$ cat src/rtl/rx_frame12_pkg.sv
// Shared types and constants for the 12-bit frame receiver (rx_frame12).
package rx_frame_pkg;

  localparam int unsigned FRAME_BITS = 12;
  localparam int unsigned DATA_BITS  = 8;
  localparam int unsigned STOP_BITS  = 2;
  localparam logic        IDLE_LEVEL = 1'b1;

  typedef enum logic [2:0] {
    S_IDLE,
    S_START,
    S_DATA,
    S_PARITY,
    S_STOP1,
    S_STOP2
  } rx_state_t;

endpackage

$ cat src/rtl/rx_frame12_bit_timer.sv
// Baud counter for rx_frame12: ticks at mid start bit (half select) or every full bit period.
module rx_bit_timer #(
  parameter int unsigned CLKS_PER_BIT = 16
) (
  input  logic CLK,
  input  logic RESET,
  input  logic i_clear,
  input  logic i_half,
  output logic o_sample_tick_c
);

  localparam int unsigned CW = $clog2(CLKS_PER_BIT);

  logic [CW-1:0] r_cnt;
  logic [CW-1:0] w_target;

  // Terminal count depends on whether we are locating the middle of the start bit
  always_comb begin
    w_target        = i_half ? CW'(CLKS_PER_BIT / 2 - 1) : CW'(CLKS_PER_BIT - 1);
    o_sample_tick_c = (r_cnt == w_target);
  end

  // Counter restarts on clear and after every tick so the next period starts aligned
  always_ff @(posedge CLK) begin
    if (RESET || i_clear) begin
      r_cnt <= '0;
    end else if (o_sample_tick_c) begin
      r_cnt <= '0;
    end else begin
      r_cnt <= r_cnt + CW'(1);
    end
  end

endmodule

$ cat src/rtl/rx_frame12.sv
// Receiver for the 12-bit serial frame (start, 8 data LSB first, even parity, 2 stops).
// Optional macro RX_PARITY_EN enables the parity check; otherwise PERR stays 0.
module rx_frame12
  import rx_frame_pkg::*;
#(
  parameter int unsigned CLKS_PER_BIT = 16
) (
  input  logic                 CLK,
  input  logic                 RESET,
  input  logic                 RXD,
  input  logic                 ACK,
  output logic [DATA_BITS-1:0] DATA,
  output logic                 RXRDY,
  output logic                 PERR,
  output logic                 FERR,
  output logic                 OVR
);

  rx_state_t r_state;
  rx_state_t w_next;

  logic                 r_sync1;
  logic                 r_sync2;
  logic                 r_prev;
  logic                 w_rxs;
  logic                 w_tick;
  logic                 w_tmr_clear;
  logic                 w_half;
  logic                 w_shift_en;
  logic                 w_stop_en;
  logic                 w_frame_go;
  logic                 w_frame_done;
  logic [2:0]           r_bit_cnt;
  logic [DATA_BITS-1:0] r_shift;
  logic                 r_stop_err;
  logic                 r_deliver;
  logic                 w_perr;

  assign w_rxs = r_sync2;

  // Two-flop synchronizer plus previous-sample register for edge detection
  always_ff @(posedge CLK) begin
    if (RESET) begin
      r_sync1 <= IDLE_LEVEL;
      r_sync2 <= IDLE_LEVEL;
      r_prev  <= IDLE_LEVEL;
    end else begin
      r_sync1 <= RXD;
      r_sync2 <= r_sync1;
      r_prev  <= r_sync2;
    end
  end

  rx_bit_timer #(
    .CLKS_PER_BIT(CLKS_PER_BIT)
  ) u_timer (
    .CLK            (CLK),
    .RESET          (RESET),
    .i_clear        (w_tmr_clear),
    .i_half         (w_half),
    .o_sample_tick_c(w_tick)
  );

  // State register
  always_ff @(posedge CLK) begin
    if (RESET) r_state <= S_IDLE;
    else       r_state <= w_next;
  end

  // Next-state logic; every bit after the start bit advances on a full-period tick
  always_comb begin
    w_next = r_state;
    case (r_state)
      S_IDLE:   if (r_prev && !w_rxs) w_next = S_START;
      S_START:  if (w_tick) w_next = w_rxs ? S_IDLE : S_DATA;
      S_DATA:   if (w_tick && (r_bit_cnt == 3'(DATA_BITS - 1))) w_next = S_PARITY;
      S_PARITY: if (w_tick) w_next = S_STOP1;
      S_STOP1:  if (w_tick) w_next = S_STOP2;
      S_STOP2:  if (w_tick) w_next = S_IDLE;
      default:  w_next = S_IDLE;
    endcase
  end

  // Control strobes decoded from the current state
  always_comb begin
    w_tmr_clear  = (r_state == S_IDLE);
    w_half       = (r_state == S_START);
    w_frame_go   = (r_state == S_START) && w_tick && !w_rxs;
    w_shift_en   = (r_state == S_DATA) && w_tick;
    w_stop_en    = ((r_state == S_STOP1) || (r_state == S_STOP2)) && w_tick;
    w_frame_done = (r_state == S_STOP2) && w_tick;
  end

  // Frame datapath: bit counter, LSB-first shift register, stop error, delivery strobe
  always_ff @(posedge CLK) begin
    if (RESET) begin
      r_bit_cnt  <= '0;
      r_shift    <= '0;
      r_stop_err <= 1'b0;
      r_deliver  <= 1'b0;
    end else begin
      r_deliver <= w_frame_done;
      if (w_frame_go) begin
        r_bit_cnt  <= '0;
        r_stop_err <= 1'b0;
      end
      if (w_shift_en) begin
        r_shift   <= {w_rxs, r_shift[DATA_BITS-1:1]};
        r_bit_cnt <= r_bit_cnt + 3'(1);
      end
      if (w_stop_en && !w_rxs) r_stop_err <= 1'b1;
    end
  end

`ifdef RX_PARITY_EN
  logic r_par_bit;

  // Captured parity bit; even parity means data plus parity has an even count of ones
  always_ff @(posedge CLK) begin
    if (RESET)                                r_par_bit <= 1'b0;
    else if ((r_state == S_PARITY) && w_tick) r_par_bit <= w_rxs;
  end

  assign w_perr = (^r_shift) ^ r_par_bit;
`else
  assign w_perr = 1'b0;
`endif

  // Output handshake: delivery wins over ACK; delivering onto unacknowledged data flags overrun
  always_ff @(posedge CLK) begin
    if (RESET) begin
      DATA  <= '0;
      RXRDY <= 1'b0;
      PERR  <= 1'b0;
      FERR  <= 1'b0;
      OVR   <= 1'b0;
    end else if (r_deliver) begin
      DATA  <= r_shift;
      PERR  <= w_perr;
      FERR  <= r_stop_err;
      OVR   <= RXRDY && !ACK;
      RXRDY <= 1'b1;
    end else if (ACK && RXRDY) begin
      RXRDY <= 1'b0;
      OVR   <= 1'b0;
    end
  end

endmodule

$ cat config.mk
export PLATFORM = sky130hd
export DESIGN_NAME = rx_frame12
export DESIGN_NICKNAME = d
export VERILOG_FILES = /design/src/rtl/rx_frame12_pkg.sv /design/src/rtl/rx_frame12_bit_timer.sv /design/src/rtl/rx_frame12.sv
export SDC_FILE = /design/constraint.sdc
export NUM_CORES = 1
export LEC_CHECK = 0
export CAP_MARGIN = 20
export CORE_MARGIN = 1
export CORE_UTILIZATION = 58
export DETAILED_ROUTE_END_ITERATION = 8
export PLACE_DENSITY = 0.84
export SKIP_LAST_GASP = 1
export SLEW_MARGIN = 20
export SYNTH_ARGS = -nofsm -noshare
export SYNTH_HDL_FRONTEND = slang
export SYNTH_SLANG_ARGS = --single-unit
$ cat constraint.sdc
create_clock -name CLK -period 3.1 [get_ports CLK]
set_clock_uncertainty 0.15 [all_clocks]
set_input_delay 0.62 -clock CLK [delete_from_list [all_inputs] [get_ports CLK]]
set_output_delay 0.62 -clock CLK [all_outputs]
set_load 0.01 [all_outputs]
# After elaboration in Yosys (flattened, before gate mapping)

Cells that the tools add are included.

Bits of input ports: 4
Flip-flop bits (word level): 34
Output and inout bits: 12
Logic and storage cells: 64

Mux-type cells: 16
Equality and inequality tests: 13
Reductions and logical operators: 20
$add $sub $neg: 2

Operator list:

| operator                                            | number |
|---|---|
| two-way mux 3 bit                                   | 8 |
| case mux 3 bit (6 select lines)                     | 1 |
| != test 2 bit, second input constant                | 6 |
| logical AND 1 bit                                   | 10 |
| equality test 3 bit, second input constant          | 3 |
| equality test 3 x 2 -> 1 bit, second input constant | 2 |
| AND reduction 6 bit                                 | 1 |
| nonzero test 2 bit                                  | 3 |
| two-way mux 1 bit                                   | 5 |
| adder 4 x 1 -> 4 bit, second input constant         | 1 |
| equality test 4 bit                                 | 1 |
| two-way mux 4 bit                                   | 1 |
| adder 3 x 1 -> 3 bit, second input constant         | 1 |
| equality test 3 x 1 -> 1 bit, second input constant | 1 |
| logical NOT 3 bit                                   | 1 |
| logical NOT 1 bit                                   | 2 |
| logical OR 1 bit                                    | 2 |
| two-way mux 2 bit                                   | 1 |
| OR reduction 2 bit                                  | 1 |

# Longest topological paths before layout

Depth in word-level cells: 7
Mapped depth: 5
Depth with buffers taken out: 4

# By module

Synthesis repeated with hierarchy kept, for this count alone.

Cells, all modules: 133
Area total of the unflattened synthesis: 1338.8 um^2

By module, submodules not included:

| module       | seq. area each (um^2) | cells an instance | times used | area an instance (um^2) |
|---|---|---|---|---|
| rx_frame12   | 600.6                 | 117               | 1          | 1173.6 |
| rx_bit_timer | 80.1                  | 16                | 1          | 165.2 |

# Least setup slack after synthesis

OpenSTA, ideal clock, no wires.

Kind: register to register
From: register u_timer.r_cnt[0]
To: register r_state[0]
Stages on the path, launching flop included: 6
Required time: 2.875 ns
Setup time: 0.075 ns
Setup slack: 1.596 ns
Buffers on the path: 1
Clock period less this slack: 1.504 ns
Arrival time: 1.280 ns
Cell sequence: dfxtp_1 > ha_1 > buf_2 > and2_1 > a311o_1 > o22ai_1

Longest elaborated chain between the ends: 4
Elaborated cells on any way between the ends: 8
Those cells by class: eq/ne (6); reduce/logical (2)

RTL lines:

| element                           | RTL line                   | RTL |
|---|---|---|
| start, declared                   | rx_frame12_bit_timer.sv:14 | `logic [CW-1:0] r_cnt;` |
| start signal, assigned            | rx_frame12_bit_timer.sv:30 | `r_cnt <= r_cnt + CW'(1);` |
| equality test 4 bit (*)           | rx_frame12_bit_timer.sv:20 | `o_sample_tick_c = (r_cnt == w_target);` |
| logical AND 1 bit                 | rx_frame12.sv:76           | `S_DATA: if (w_tick && (r_bit_cnt == 3'(DATA_BITS - 1))) w_next = S_PARITY;` |
| != test 2 bit (no line)           | --                         |  |
| AND reduction 6 bit (no line) (*) | --                         |  |
| end signal, assigned              | rx_frame12.sv:67           | `else r_state <= w_next;` |
| end, declared                     | rx_frame12.sv:19           | `rx_state_t r_state;` |

Every way passes the cells marked *; elsewhere a longest branch is shown, timed or not.
A chain may end at the register's enable or synchronous reset.

# Worst setup path after layout

From: register RXRDY
To: output RXRDY

RTL lines:

| element                | RTL line          | RTL |
|---|---|---|
| start, declared        | rx_frame12.sv:13  | `output logic RXRDY,` |
| start signal, assigned | rx_frame12.sv:133 | `RXRDY <= 1'b0;` |
| start signal, assigned | rx_frame12.sv:142 | `RXRDY <= 1'b1;` |
| start signal, assigned | rx_frame12.sv:144 | `RXRDY <= 1'b0;` |

No word-level cell between the ends.

==> impl_metrics.env <==
export IMPL_run_status="completed"
export IMPL_worst_path_dominant_cell_family="buffers and inverters"
export IMPL_drive_above_1_share=0.0595
export IMPL_fin_area_um2=1650
export IMPL_hold_path_endpoint="r_sync2"
export IMPL_worstPathCellList="clkdlybuf4s50_1"
export IMPL_totalNegativeSetupSlack_ps=0
export IMPL_setup_reg_to_reg_worst_slack_ps=1270
export IMPL_grt_antenna_before_repair=0
export IMPL_yosysTopAreaCellShare=0.468
export IMPL_cpMaxStageDelayCell="clkdlybuf4s50_1"
export IMPL_cp_buffers_inverters=1
export IMPL_p_per_area_nw_per_um2=475
export IMPL_layout_cells_most_common="dfxtp_1"
export IMPL_fin_nets=174
export IMPL_layout_cells_most_common_list="dfxtp_1, nor2_1, clkdlybuf4s50_1, a21oi_1, mux2i_1"
export IMPL_holdCritStartpoint="r_sync1"
export IMPL_report_final_setup_viol=0
export IMPL_layout_filler_cells=178
export IMPL_rows=17
export IMPL_final_hold_worst_slack_ps=266
export IMPL_placedInstanceArea_um2=1570
export IMPL_timing_final_crit_share=0.662
export IMPL_starting_density=0.633
export IMPL_dr_pass1_iters=4
export IMPL_reg2reg_to="r_bit_cnt[0]"
export IMPL_post_layout_nonfiller_instances=196
export IMPL_post_cts_resized_instances=0
export IMPL_maxCapViolCount=0
export IMPL_clk_pin_slew_worst_paths_ps=100
export IMPL_share_seq_of_total_power=0.566
export IMPL_synthToLayoutAreaGrowth_pct=13.2
export IMPL_total_via_count_after_detailed_routing=1200
export IMPL_distinct_cell_type_count_of_the_synthesized_netlist=39
export IMPL_hold_violation_count_in_the_final_report=0
export IMPL_yosysSeqAreaShare=0.468
export IMPL_place_inst=188
export IMPL_cts_htree_levels=2
export IMPL_post_dp_hpwl_mm=1.84
export IMPL_global_route_wire_length_before_repair_mm=4.80
export IMPL_synth_top_cells_by_area="dfxtp_1, mux2i_1, a21oi_1"
export IMPL_ctsHoldBuffers=0
export IMPL_syn_area_um2=1460
export IMPL_crit_path_max_incr_delay_ps=560
export IMPL_r2r_start="u_timer.r_cnt[0]"
export IMPL_worstSetupEndpointType="output port"
export IMPL_place_gp_congestion=0.830
export IMPL_pin_count=16
export IMPL_max_slew_headroom_at_the_worst_pin=0.518
export IMPL_die_height_um=52.1
export IMPL_power_net_switching_mw=0.163
export IMPL_grt_pass1_vias=1079
export IMPL_grt_max_degree=23
export IMPL_antenna_violating_nets_post_route=0
export IMPL_tritoncts="yes"
export IMPL_total_leakage_power_nw=0.532
export IMPL_postSynthAreaPerCell_um2=9.15
export IMPL_arrival_time_reported_for_the_critical_path_endpoint_ps=1280
export IMPL_timing_fmax_mhz=488
export IMPL_numCtsBuffers=5
export IMPL_tot_gr_track_use=0.246
export IMPL_pwr_share_clk=0.404
export IMPL_floorplan_core_area_um2=2300
export IMPL_die_width_um=52.1
export IMPL_timing_critical_path_from_type="register"
export IMPL_worst_endpoint_required_ps=2330
export IMPL_routed_wl_mm=2.81
export IMPL_syn_instance_count=159
export IMPL_crit_type="reg2out"
export IMPL_power_switching_fraction=0.208
export IMPL_slew_of_the_pin_with_the_lowest_slew_margin_ps=721
export IMPL_synth_yosys_warnings=0
export IMPL_cts_max_path_buffers=2
export IMPL_cell_internal_pwr_mw=0.620
export IMPL_grt_overflow_total=0
export IMPL_holdPathStages=1
export IMPL_dr_first_iter_drc_count=30
export IMPL_power_ir_vdd_worst_mv=0.487
export IMPL_drv_slew=0
export IMPL_hold_path_class="reg2reg"
export IMPL_drt_vias_per_instance=6.12
export IMPL_postSynthRegisterBits=34
export IMPL_cts_root_buffer="clkbuf_4"
export IMPL_wl_per_cell_um=14.3
export IMPL_fp_dieArea_um2=2710
export IMPL_portBuffers=14
export IMPL_clock_sinks=34
export IMPL_antenna_diode_count=0
export IMPL_final_period_minus_worst_setup_slack_ps=2050
export IMPL_clk_insertion_delay_late_ps=330
export IMPL_grt_setup_unrepaired="false"
export IMPL_cts_setup_buffers=0
export IMPL_synth_largest_area_cell="dfxtp_1"
export IMPL_power_frac_comb=0.030
export IMPL_critical_path_max_fanout=4
export IMPL_post_route_drc_count=0
export IMPL_r2r_worst_path_cells=4
export IMPL_net_count_after_synthesis=166
synth_stat cells:
library cell / number
o22ai_1: 1
inv_1: 5
nor2_1: 16
ha_1: 3
nor4_1: 3
nand3b_1: 4
xor2_1: 1
a221oi_1: 1
nand3_1: 9
a21boi_1: 2
nor4b_1: 1
nand2b_1: 3
o32ai_1: 3
xnor2_1: 1
a311o_1: 1
nand4_1: 3
a211oi_1: 2
o31ai_1: 1
a211oi_2: 1
nor3_1: 1
nor2_2: 1
or4b_4: 1
and3_1: 1
o21ai_1: 8
buf_1: 1
buf_2: 8
and2_1: 1
and4_1: 2
a22oi_1: 1
nand2_1: 3
a21oi_1: 13
mux2i_1: 11
buf_4: 1
a311oi_1: 1
dfxtp_1: 34
or2_1: 4
a31oi_1: 1
clkbuf_1: 4
conb_1: 1
per-layer routing:
layer	vias to the layer above	global-route usage	routed length [um]
met4	0	0.108	27
met3	4	0.0877	162
li1	589	-	-
met1	571	0.310	1290
met2	36	0.374	1330
met5	-	0	0
flip-flops by register name, indices dropped and copies added, names as in the netlist, 3 cells and up:
signal / flops
DATA: 8
r_bit_cnt: 3
r_shift: 8
r_state: 3
u_timer.r_cnt: 4
final cells by class:
class                           count  area [um2]  area share
Multi-Input combinational cell    106         689       0.419
Sequential cell                    34         681       0.413
Timing Repair Buffer               15         148      0.0897
Clock buffer                        7        45.0      0.0274
Tap cell                           28        35.0      0.0213
Clock inverter                      1        30.0      0.0182
Inverter                            5        18.8      0.0114
per-stage QoR:
stage               power, mW  worst slack (ps)   util
global placement        0.476               867  0.684
finish                  0.783              1050  0.717
floorplan               0.470              1600      -
CTS                     0.786              1040  0.717
detailed placement      0.476               824  0.684
global route            0.811               984  0.717
logic make-up (layout without fill, tap and decap cells):
logic type,count (synthesis),in the layout,synth area share
buffers and inverters,19,28,0.0585
muxes,11,11,0.0757
and+or+nand+nor,53,53,0.200
xor gates and xnor gates,2,2,0.0120
DFF,34,34,0.468
adders and majority gates,3,3,0.0258
AOI/OAI and AO/OA,36,36,0.157
other,1,1,0.00258
how the worst max path moves through the flow:
stage / from / endpoint / slack [ps] / cells after the start
6_report: RXRDY / RXRDY / 1050 / 1
5_1_grt: RXRDY / RXRDY / 980 / 1
4_1_cts: RXRDY / RXRDY / 1040 / 1
3_5_place_dp: RESET / r_sync1 / 820 / 3
3_3_place_gp: RESET / r_sync1 / 870 / 3
2_1_floorplan: u_timer.r_cnt[0] / r_state[0] / 1600 / 5
power by group through the flow:
stage	sequential [mW]	combinational [mW]	clock (mW)
after floorplan	0.451	0.0194	0
after global placement	0.453	0.0226	0
after detailed placement	0.453	0.0230	0
after CTS	0.443	0.0233	0.319
after global routing	0.444	0.0260	0.341
final	0.443	0.0235	0.316
worst reg2reg max path, stage by stage, from the launching register on:
cell	delay, ps
dfxtp_1	370
ha_1	380
and4_1	510
a21oi_1	120
a211oi_1	210
(Power assumes the default switching activity.)
